[config.mk]
export PLATFORM = sky130hd
export DESIGN_NAME = led_ctrl
export DESIGN_NICKNAME = d
export VERILOG_FILES = /design/src/rtl/led_ctrl.sv
export SDC_FILE = /design/constraint.sdc
export NUM_CORES = 1
export LEC_CHECK = 0
export BUFFER_PORTS_ARGS = -buffer_cell sky130_fd_sc_hd__buf_2
export CAP_MARGIN = 20
export CORE_ASPECT_RATIO = 0.7
export CORE_MARGIN = 2
export CORE_UTILIZATION = 45
export CTS_CLUSTER_DIAMETER = 40
export CTS_CLUSTER_SIZE = 40
export DETAILED_ROUTE_END_ITERATION = 16
export SYNTH_ARGS = -nofsm -noshare
export SYNTH_HDL_FRONTEND = slang
export SYNTH_SLANG_ARGS = --single-unit
[constraint.sdc]
create_clock -name sys_clk -period 11.95 [get_ports sys_clk]
set_input_delay 0 -clock sys_clk [delete_from_list [all_inputs] [get_ports sys_clk]]
set_output_delay 0 -clock sys_clk [all_outputs]
set_load 0.02 [all_outputs]
[src/rtl/led_ctrl.sv]
// Multi-channel LED driver: per-channel OFF/ON/BLINK/PWM with a shared tick
// prescaler and a shared free-running 8-bit PWM phase.
module led_ctrl #(
    parameter int unsigned NCH        = 8,
    parameter int unsigned CLK_HZ     = 100000000,
    parameter int unsigned TICK_HZ    = 1000,
    parameter int unsigned PERIOD_W   = 16,
    parameter int unsigned DEF_PERIOD = 500
) (
    input  logic                                     sys_clk,
    input  logic                                     sys_rst,
    input  logic                                     cfg_we,
    input  logic [((NCH > 1) ? $clog2(NCH) : 1)-1:0] cfg_ch,
    input  logic [1:0]                               cfg_mode,
    input  logic [PERIOD_W-1:0]                      cfg_period,
    input  logic [7:0]                               cfg_duty,
    input  logic                                     restart,
    output logic [NCH-1:0]                           led,
    output logic                                     tick
);

    localparam int unsigned CH_W    = (NCH > 1) ? $clog2(NCH) : 1;
    localparam int unsigned DIV     = CLK_HZ / TICK_HZ;
    localparam int unsigned PRESC_W = $clog2(DIV);

    typedef enum logic [1:0] {
        MODE_OFF   = 2'd0,
        MODE_ON    = 2'd1,
        MODE_BLINK = 2'd2,
        MODE_PWM   = 2'd3
    } mode_e;

    logic [PRESC_W-1:0] presc;
    logic [7:0]         pwm_phase;

    // Shared timebase: prescaler, registered tick pulse and PWM phase.
    always_ff @(posedge sys_clk or posedge sys_rst) begin
        if (sys_rst) begin
            presc     <= '0;
            tick      <= 1'b0;
            pwm_phase <= '0;
        end else if (restart) begin
            presc     <= '0;
            tick      <= 1'b0;
            pwm_phase <= '0;
        end else begin
            presc     <= (presc == PRESC_W'(DIV - 1)) ? '0 : presc + PRESC_W'(1);
            tick      <= (presc == PRESC_W'(DIV - 1));
            pwm_phase <= pwm_phase + 8'd1;
        end
    end

    for (genvar i = 0; i < NCH; i++) begin : g_ch
        mode_e               mode_q;
        logic [PERIOD_W-1:0] period_q;
        logic [7:0]          duty_q;
        logic [PERIOD_W-1:0] cnt_q;
        logic                blink_q;
        logic                led_q;
        logic                wr_c;
        logic                led_c;

        // Out-of-range channel numbers match no channel and are dropped.
        always_comb begin
            wr_c  = cfg_we && (cfg_ch == CH_W'(i));
            led_c = 1'b0;
            case (mode_q)
                MODE_OFF:   led_c = 1'b0;
                MODE_ON:    led_c = 1'b1;
                MODE_BLINK: led_c = blink_q;
                MODE_PWM:   led_c = (pwm_phase < duty_q);
                default:    led_c = 1'b0;
            endcase
        end

        // A write takes precedence over restart and over a same-cycle wrap.
        always_ff @(posedge sys_clk or posedge sys_rst) begin
            if (sys_rst) begin
                mode_q   <= MODE_OFF;
                period_q <= PERIOD_W'(DEF_PERIOD);
                duty_q   <= '0;
                cnt_q    <= '0;
                blink_q  <= 1'b0;
                led_q    <= 1'b0;
            end else begin
                led_q <= led_c;
                if (wr_c) begin
                    mode_q   <= mode_e'(cfg_mode);
                    period_q <= (cfg_period == '0) ? PERIOD_W'(1) : cfg_period;
                    duty_q   <= cfg_duty;
                    cnt_q    <= '0;
                    blink_q  <= 1'b0;
                end else if (restart) begin
                    cnt_q   <= '0;
                    blink_q <= 1'b0;
                end else if (mode_q != MODE_BLINK) begin
                    cnt_q <= '0;
                end else if (tick) begin
                    if (cnt_q == period_q - PERIOD_W'(1)) begin
                        cnt_q   <= '0;
                        blink_q <= ~blink_q;
                    end else begin
                        cnt_q <= cnt_q + PERIOD_W'(1);
                    end
                end
            end
        end

        assign led[i] = led_q;
    end

endmodule
==> results by group, run 1 <==
Status
  – Outcome: finished clean

Critical path
  – CP Max Fanout: 22
  – Crit Path Category: reg -> reg
  – Startpoint Class: register
  – Worst Setup SP: g_ch[7].period_q[3]$_DFFE_PP0P_
  – Register-to-register setup slack: about 8.2 ns
  – Family with the most delay on the worst path: simple AND/OR/NAND/NOR gates
  – CP endpoint kind: register
  – CP Buf/Inv Count: 0
  – R2R Path Start: g_ch[7].period_q[3]$_DFFE_PP0P_
  – WP data required: roughly 12 ns
  – Worst-path cell chain: nor3_1, nand4_1, or2_2, a21oi_1, a311oi_1, o2111ai_2, nand2_1, o311ai_0
  – Worst path max stage delay: about 0.83 ns
  – CP arrival: 4.20 ns
  – CP max-delay cell: o2111ai_2

Die
  – Die area: 52400 um2
  – Die Ht: 192 um
  – IO Pins: 42
  – Core ar.: 49600 um2
  – FP Rows: 68
  – Die W: ~270 um
  – Initial Util: 0.458

Logic synthesis
  – Synth Instances: 2453
  – Yosys reg bits: about 380
  – Average cell area after synthesis: between 9 and 10 um2
  – Post-synth EDFFs: 0
  – Synth Net Count: ~2.6k
  – Synth Cell Area: 22700 um2
  – Synthesis Warnings: 0
  – Most used DFF post-synth: dfrtp_1
  – Post-synthesis sequential area ratio: 0.419
  – Ys async rst share: 1.00
  – Distinct cells, synth: 77

Layout
  – Final cell count without fillers: around 3.2k
  – Commonest non-fill, non-tap cells in the layout: dfrtp_1, nand2_1, mux2_2
  – Area grow syn2layout: 13.0%
  – Diode count: 0
  – Layout cell share with drive strength beyond 1: 0.174
  – Most common cell after layout, fill and taps aside: dfrtp_1
  – Nets: 2581

Timing
  – Final Hold Viols: 0
  – Clock skew: 0.0240 ns
  – Fmax: 0.267 GHz
  – Slew Limit Fails: 0
  – Max_slew headroom: 0.261
  – Final Critical Period: between 3 and 4 ns
  – Fin crit share: 0.313
  – Setup TNS: 0 ns
  – RSZ-0062 raised after global routing: false
  – Setup violators final: 0
  – Least-Margin Pin Slew: between 1 and 1.5 ns

Detailed routing
  – DR DRC count: 0
  – Post-route ant nets: 0
  – Routed WL: 60600 um
  – Avg WL per Cell: 19.0 um
  – Vias: 18.4k
  – 1st-iter DRT viols: approximately 1.6k
  – Pre-Repair DR Iteration Count: 7
  – Vias per cell: 5.78

Global route
  – Global-route total usage across every layer: 0.231
  – First-pass GRT wire length: 95600 um
  – GRT busiest layer: met1
  – Met3 Usage GRT: 0.0384
  – Global route overflow: 0
  – Met1 Use GR: 0.347
  – Met2 usage: 0.336
  – Largest net degree at the start of global routing: 168
  – Initial antenna violation count: 6
  – Vias in the first global route: 17.0k

Clock tree
  – Clk buf depth: 3
  – Clk sink count: 378
  – CTS root buf: clkbuf_16
  – Resized cells post-CTS: 0
  – Setup Buffers After CTS: 0
  – H-Tree Depth: 2
  – Worst-skew pair later-pin latency: 0.61 ns
  – CTS tree: yes
  – Clock-pin slew on the worst setup and hold paths: 0.06 ns
  – CTS Buf Count: 54
  – Cts hold-fix bufs: 26

Pwr
  – Power per standard cell area: between 150 and 200 nW/um2
  – Peak VDD IR: 0.132 mV
  – Leakage: 10.9 nW

Min path
  – Hold_sp: cfg_ch[0]
  – HP Class: in -> reg

Place
  – Post-Place Cells: 3046
  – Hpwl dp: 40300 um
  – Port Buf Inserts: 41
  – GPL Wtd Cong: 0.860

Run
  – Maxcap violations: 0
-- per-layer routing --
| metal | vias up | share of wire |
|---|---|---|
| met1 | 8979 | 0.49 |
| met5 | - | 0.00026 |
| met2 | 497 | 0.42 |
| li1 | 8805 | - |
| met3 | 110 | 0.064 |
| met4 | 2 | 0.026 |
-- report_power, final --
group	switching (W)	internal [W]	total (W)
sequential	0.000183	0.00147	0.00165
combinational	0.000406	0.000354	0.000760
clock	0.000695	0.000958	0.00165
-- kinds of logic after synthesis --
group | Yosys count | share of synthesized area
simple gates | 943 | 0.208
compound gates | 437 | 0.126
flops | 378 | 0.419
buf+inv | 246 | 0.0428
xor+xnor | 187 | 0.0720
mux | 187 | 0.0913
fa+ha+maj | 75 | 0.0412
-- tightest hold or removal path, stage by stage --
cell,delay (ns)
buf_2,0.14
nand2b_1,0.15
nor2_4,0.13
nand2_1,0.09
o21ai_0,0.07
-- synthesized netlist by cell type (7+ instances only) --
library cell    n  area share
a2111oi_0       8      0.0031
a211oi_1       16      0.0053
a21o_1         32       0.011
a21oi_1        62       0.014
a22o_1         13      0.0050
a31o_2         12      0.0046
a31oi_1        29      0.0080
a41oi_1         7      0.0027
and3_1         57       0.016
buf_1          16      0.0026
buf_4           8      0.0026
clkbuf_1       99       0.016
dfrtp_1       330        0.36
dfstp_2        48       0.055
ha_1           74       0.041
inv_1         118       0.019
mux2_2        163       0.081
mux2i_1        24       0.011
nand2_1       269       0.044
nand2b_1       23      0.0063
nand3_1       118       0.026
nand3b_1       10      0.0033
nand4_1        35      0.0096
nor2_1        157       0.026
nor2b_1        28      0.0077
nor3_1         88       0.019
nor3b_1         8      0.0026
nor4_1         33      0.0091
nor4b_1         9      0.0035
o2111ai_1       8      0.0031
o211ai_1       11      0.0036
o21ai_0       148       0.033
o311ai_0       15      0.0058
o31ai_1        13      0.0043
or2_2          33      0.0091
or3_1          31      0.0085
or4_1          20      0.0066
xnor2_1       104       0.040
xor2_1         83       0.032
-- through the flow --
step	setup slack (ns)	cell area (um2)	utilization	hold slack (ns)	power (W)
floorplan	1.53	22700	-	0.109	0.00221
global placement	8.45	23400	0.472	0.327	0.00238
detailed placement	8.22	23400	0.472	0.332	0.00241
CTS	8.21	25600	0.515	0.0000765	0.00410
global route	7.80	25700	0.518	0.0205	0.00428
finish	8.21	25700	0.518	0.0173	0.00407
-- registers in the layout, indices dropped and copies added (netlist names) --
| signal | flops |
|---|---|
| g_ch.blink_q | 8 |
| g_ch.cnt_q | 128 |
| g_ch.duty_q | 64 |
| g_ch.led_q | 8 |
| g_ch.mode_q | 16 |
| g_ch.period_q | 128 |
| presc | 17 |
| pwm_phase | 8 |
| tick | 1 |
-- path summary, 6_finish.rpt --
| check | cells after the start | to |
|---|---|---|
| max | 8 | g_ch[7].cnt_q[7]$_DFFE_PP0P_ |
| min | 5 | g_ch[1].period_q[6]$_DFFE_PP1P_ |
| max reg2reg | 8 | g_ch[7].cnt_q[7]$_DFFE_PP0P_ |
| min reg2reg | 1 | presc[0]$_DFF_PP0_ |
| max in group asynchronous | 7 | g_ch[1].cnt_q[1]$_DFFE_PP0P_ |
| min in group asynchronous | 4 | g_ch[3].cnt_q[11]$_DFFE_PP0P_ |
-- cell type report --
type                            instances  area [um2]
Inverter                              118         450
Fill cell                            4550       23900
Clock buffer                           58        1410
Timing Repair Buffer                   93         717
Sequential cell                       378        9520
Tap cell                              665         832
Multi-Input combinational cell       1829       12300
Clock inverter                         43         475
Note: power is estimated with default switching activity, not from simulation.
==> run 2: changes to the inputs <==
Settings changed: ABC_AREA from default to 1.
Clock period 11.95 ns to 3.45 ns, I/O delays scaled along.
==> run 2 against run 1 <==
Die area up 3.6%. Worst hold slack improved by 0.026 ns. Synthesized area up 3.7%. Critical path depth down 3. First-iteration DRC count down 0.19%. Highest routed layer unchanged. Global-route usage rose by 1.3 points. Clock-buffer cell count rose by 1.
==> results by group, run 2 <==
Status
  – Outcome: finished clean

Logic synthesis
  – Most numerous cell in the Yosys netlist: nand2_1
  – Commonest cells post-synth: nand2_1, inv_1, dfrtp_1
  – Ys async rst share: 1.00
  – Largest family of logic cells by synthesized area: simple AND/OR/NAND/NOR gates
  – Average cell area after synthesis: 7.56 um2
  – Post-Synth XOR/XNOR Area: 0.0777
  – Distinct cells, synth: 53
  – Synth Net Count: 3226
  – Synth Instances: between 3k and 4k
  – Yosys reg bits: roughly 380
  – Synth Cell Area: 23600 um2
  – Post-Synth Adder-Cell Area: 0.0393
  – Top cell type's share of synthesized area: 0.350
  – Most used DFF post-synth: dfrtp_1
  – Area share of and/or/nand/nor cells after synthesis: 0.287
  – Post-synth EDFFs: 0
  – Post-synthesis sequential area ratio: 0.404
  – Synthesis Warnings: 0
  – Yosys top cell by area: dfrtp_1
  – Largest cells by area after synthesis: dfrtp_1, nand2_1, inv_1
  – Synth Area in Compound Gates: 0.109
  – Mux cell area share after synthesis: 0.000425

Pwr
  – Leakage: 12.1 nW
  – Power per standard cell area: 537 nW/um2
  – Peak VDD IR: 0.395 mV

Place
  – Hpwl dp: 47000 um
  – Port Buf Inserts: 41
  – Post-Place Cells: 3785
  – GPL Wtd Cong: around 0.92

Layout
  – Final cell count without fillers: between 3k and 4k
  – Nets: 3294
  – Most common cell after layout, fill and taps aside: nand2_1
  – Area grow syn2layout: 13.2%
  – Commonest non-fill, non-tap cells in the layout: nand2_1, inv_1, dfrtp_1
  – Layout cell share with drive strength beyond 1: 0.117
  – Largest registers: g_ch.cnt_q: 128 flops, g_ch.period_q: 128 flops, g_ch.duty_q: 64 flops

Clock tree
  – Cts hold-fix bufs: 30
  – Resized cells post-CTS: 0
  – Setup Buffers After CTS: 0
  – H-Tree Depth: 2
  – Clk buf depth: 3
  – Clk sink count: approximately 380
  – CTS Buf Count: 54
  – CTS tree: yes
  – Clock-pin slew on the worst setup and hold paths: approximately 0.070 ns
  – Worst-skew pair later-pin latency: 0.61 ns
  – CTS root buf: clkbuf_16

Global route
  – First-pass GRT wire length: 106000 um
  – Largest net degree at the start of global routing: 82
  – Initial antenna violation count: 2
  – Vias in the first global route: 19.2k
  – Global route overflow: 0
  – Global-route total usage across every layer: 0.244

Detailed routing
  – 1st-iter DRT viols: about 1.6k
  – Vias per cell: 5.17
  – Pre-Repair DR Iteration Count: 7
  – DR DRC count: 0
  – Vias: 20.3k
  – Routed WL: ~65000 um
  – Post-route ant nets: 0
  – Avg WL per Cell: 16.7 um

Timing
  – Fmax: 0.400 GHz
  – Setup violators final: 0
  – Fin crit share: 0.725
  – Final Hold Viols: 0
  – Slew Limit Fails: 0
  – Setup TNS: 0 ns
  – Clock skew: 0.0225 ns
  – Max_slew headroom: 0.313
  – Least-Margin Pin Slew: 1.02 ns
  – Final Critical Period: between 2 and 3 ns
  – RSZ-0062 raised after global routing: false

Die
  – FP Rows: 70
  – Initial Util: 0.453
  – Die Ht: a little under 200 um
  – IO Pins: 42
  – Die W: 278 um
  – Die area: 54300 um2
  – Core ar.: 52000 um2

Min path
  – HP Class: in -> reg

Critical path
  – CP arrival: 3.02 ns
  – Family with the most delay on the worst path: simple AND/OR/NAND/NOR gates
  – Worst path max stage delay: 0.78 ns
  – CP endpoint kind: register
  – Crit Path Category: reg -> reg
  – CP Buf/Inv Count: 2
  – CP max-delay cell: nor4_1
  – CP Max Fanout: 14
  – Worst-path cell chain: inv_1, buf_4, nor4_1, nand2_4, o21ai_0
  – Startpoint Class: register
  – WP data required: 3.97 ns

Run
  – Maxcap violations: 0
-- run 2: final cells by class --
class	count	area [um2]
Tap cell	684	856
Clock buffer	59	1410
Multi-Input combinational cell	2253	12100
Fill cell	4977	25300
Inverter	406	1530
Clock inverter	42	517
Sequential cell	378	9520
Timing Repair Buffer	94	728
Antenna cell	1	2.50
-- run 2: logic make-up (layout without fill, tap and decap cells) --
logic type | Yosys count | count (layout)
simple gates | 1521 | 1521
buf+inv | 488 | 601
mux | 1 | 1
compound gates | 455 | 455
flops | 378 | 378
xor+xnor | 202 | 202
fa+ha+maj | 74 | 74
other cells | 0 | 1
-- run 2: where the power goes --
group          total (W)  internal [W]  leakage (nW)  switching (W)
clock            0.00588       0.00341         0.929        0.00247
combinational    0.00295       0.00105          6.31        0.00190
sequential       0.00550       0.00504          4.83       0.000461
-- run 2: routing by layer --
layer	wire length, um	GRT usage
met1	32700	0.367
met5	13	0
met3	3270	0.0333
met4	1360	0.0589
met2	28000	0.371
-- run 2: final timing paths --
check / startpoint / endpoint / slack (ns) / cells past startpoint
worst max register to register: tick$_DFF_PP0_ / g_ch[2].cnt_q[12]$_DFFE_PP0P_ / 0.95 / 5
min in group asynchronous: sys_rst / g_ch[2].cnt_q[3]$_DFFE_PP0P_ / 0.12 / 3
worst max-delay path: tick$_DFF_PP0_ / g_ch[2].cnt_q[12]$_DFFE_PP0P_ / 0.95 / 5
max in group asynchronous: sys_rst / g_ch[2].period_q[4]$_DFFE_PP1P_ / 2.27 / 4
worst min register to register: presc[0]$_DFF_PP0_ / presc[0]$_DFF_PP0_ / 0.47 / 1
worst min-delay path: cfg_period[11] / g_ch[6].period_q[11]$_DFFE_PP0P_ / 0.04 / 3
-- run 2: per-stage QoR --
| stage | hold slack (ns) | instance area (um2) | setup slack (ns) | total power, W | util |
|---|---|---|---|---|---|
| final | 0.0430 | 26700 | 0.948 | 0.0143 | 0.513 |
| after global routing | 0.0349 | 26700 | 0.883 | 0.0151 | 0.513 |
| after CTS | 0.0255 | 26700 | 0.946 | 0.0144 | 0.513 |
| after detailed placement | 0.220 | 24500 | 0.994 | 0.00847 | 0.470 |
| after global placement | 0.211 | 24500 | 1.01 | 0.00840 | 0.470 |
| after floorplan | 0.117 | 23600 | -1.59 | 0.00771 | - |
-- run 2: worst register-to-register path, delay by kind of cell, from the launching register on --
kind	cells	cell delay (ns)
compound gates	1	0.22
flops	1	0.61
buf+inv	2	0.51
simple gates	2	1.08
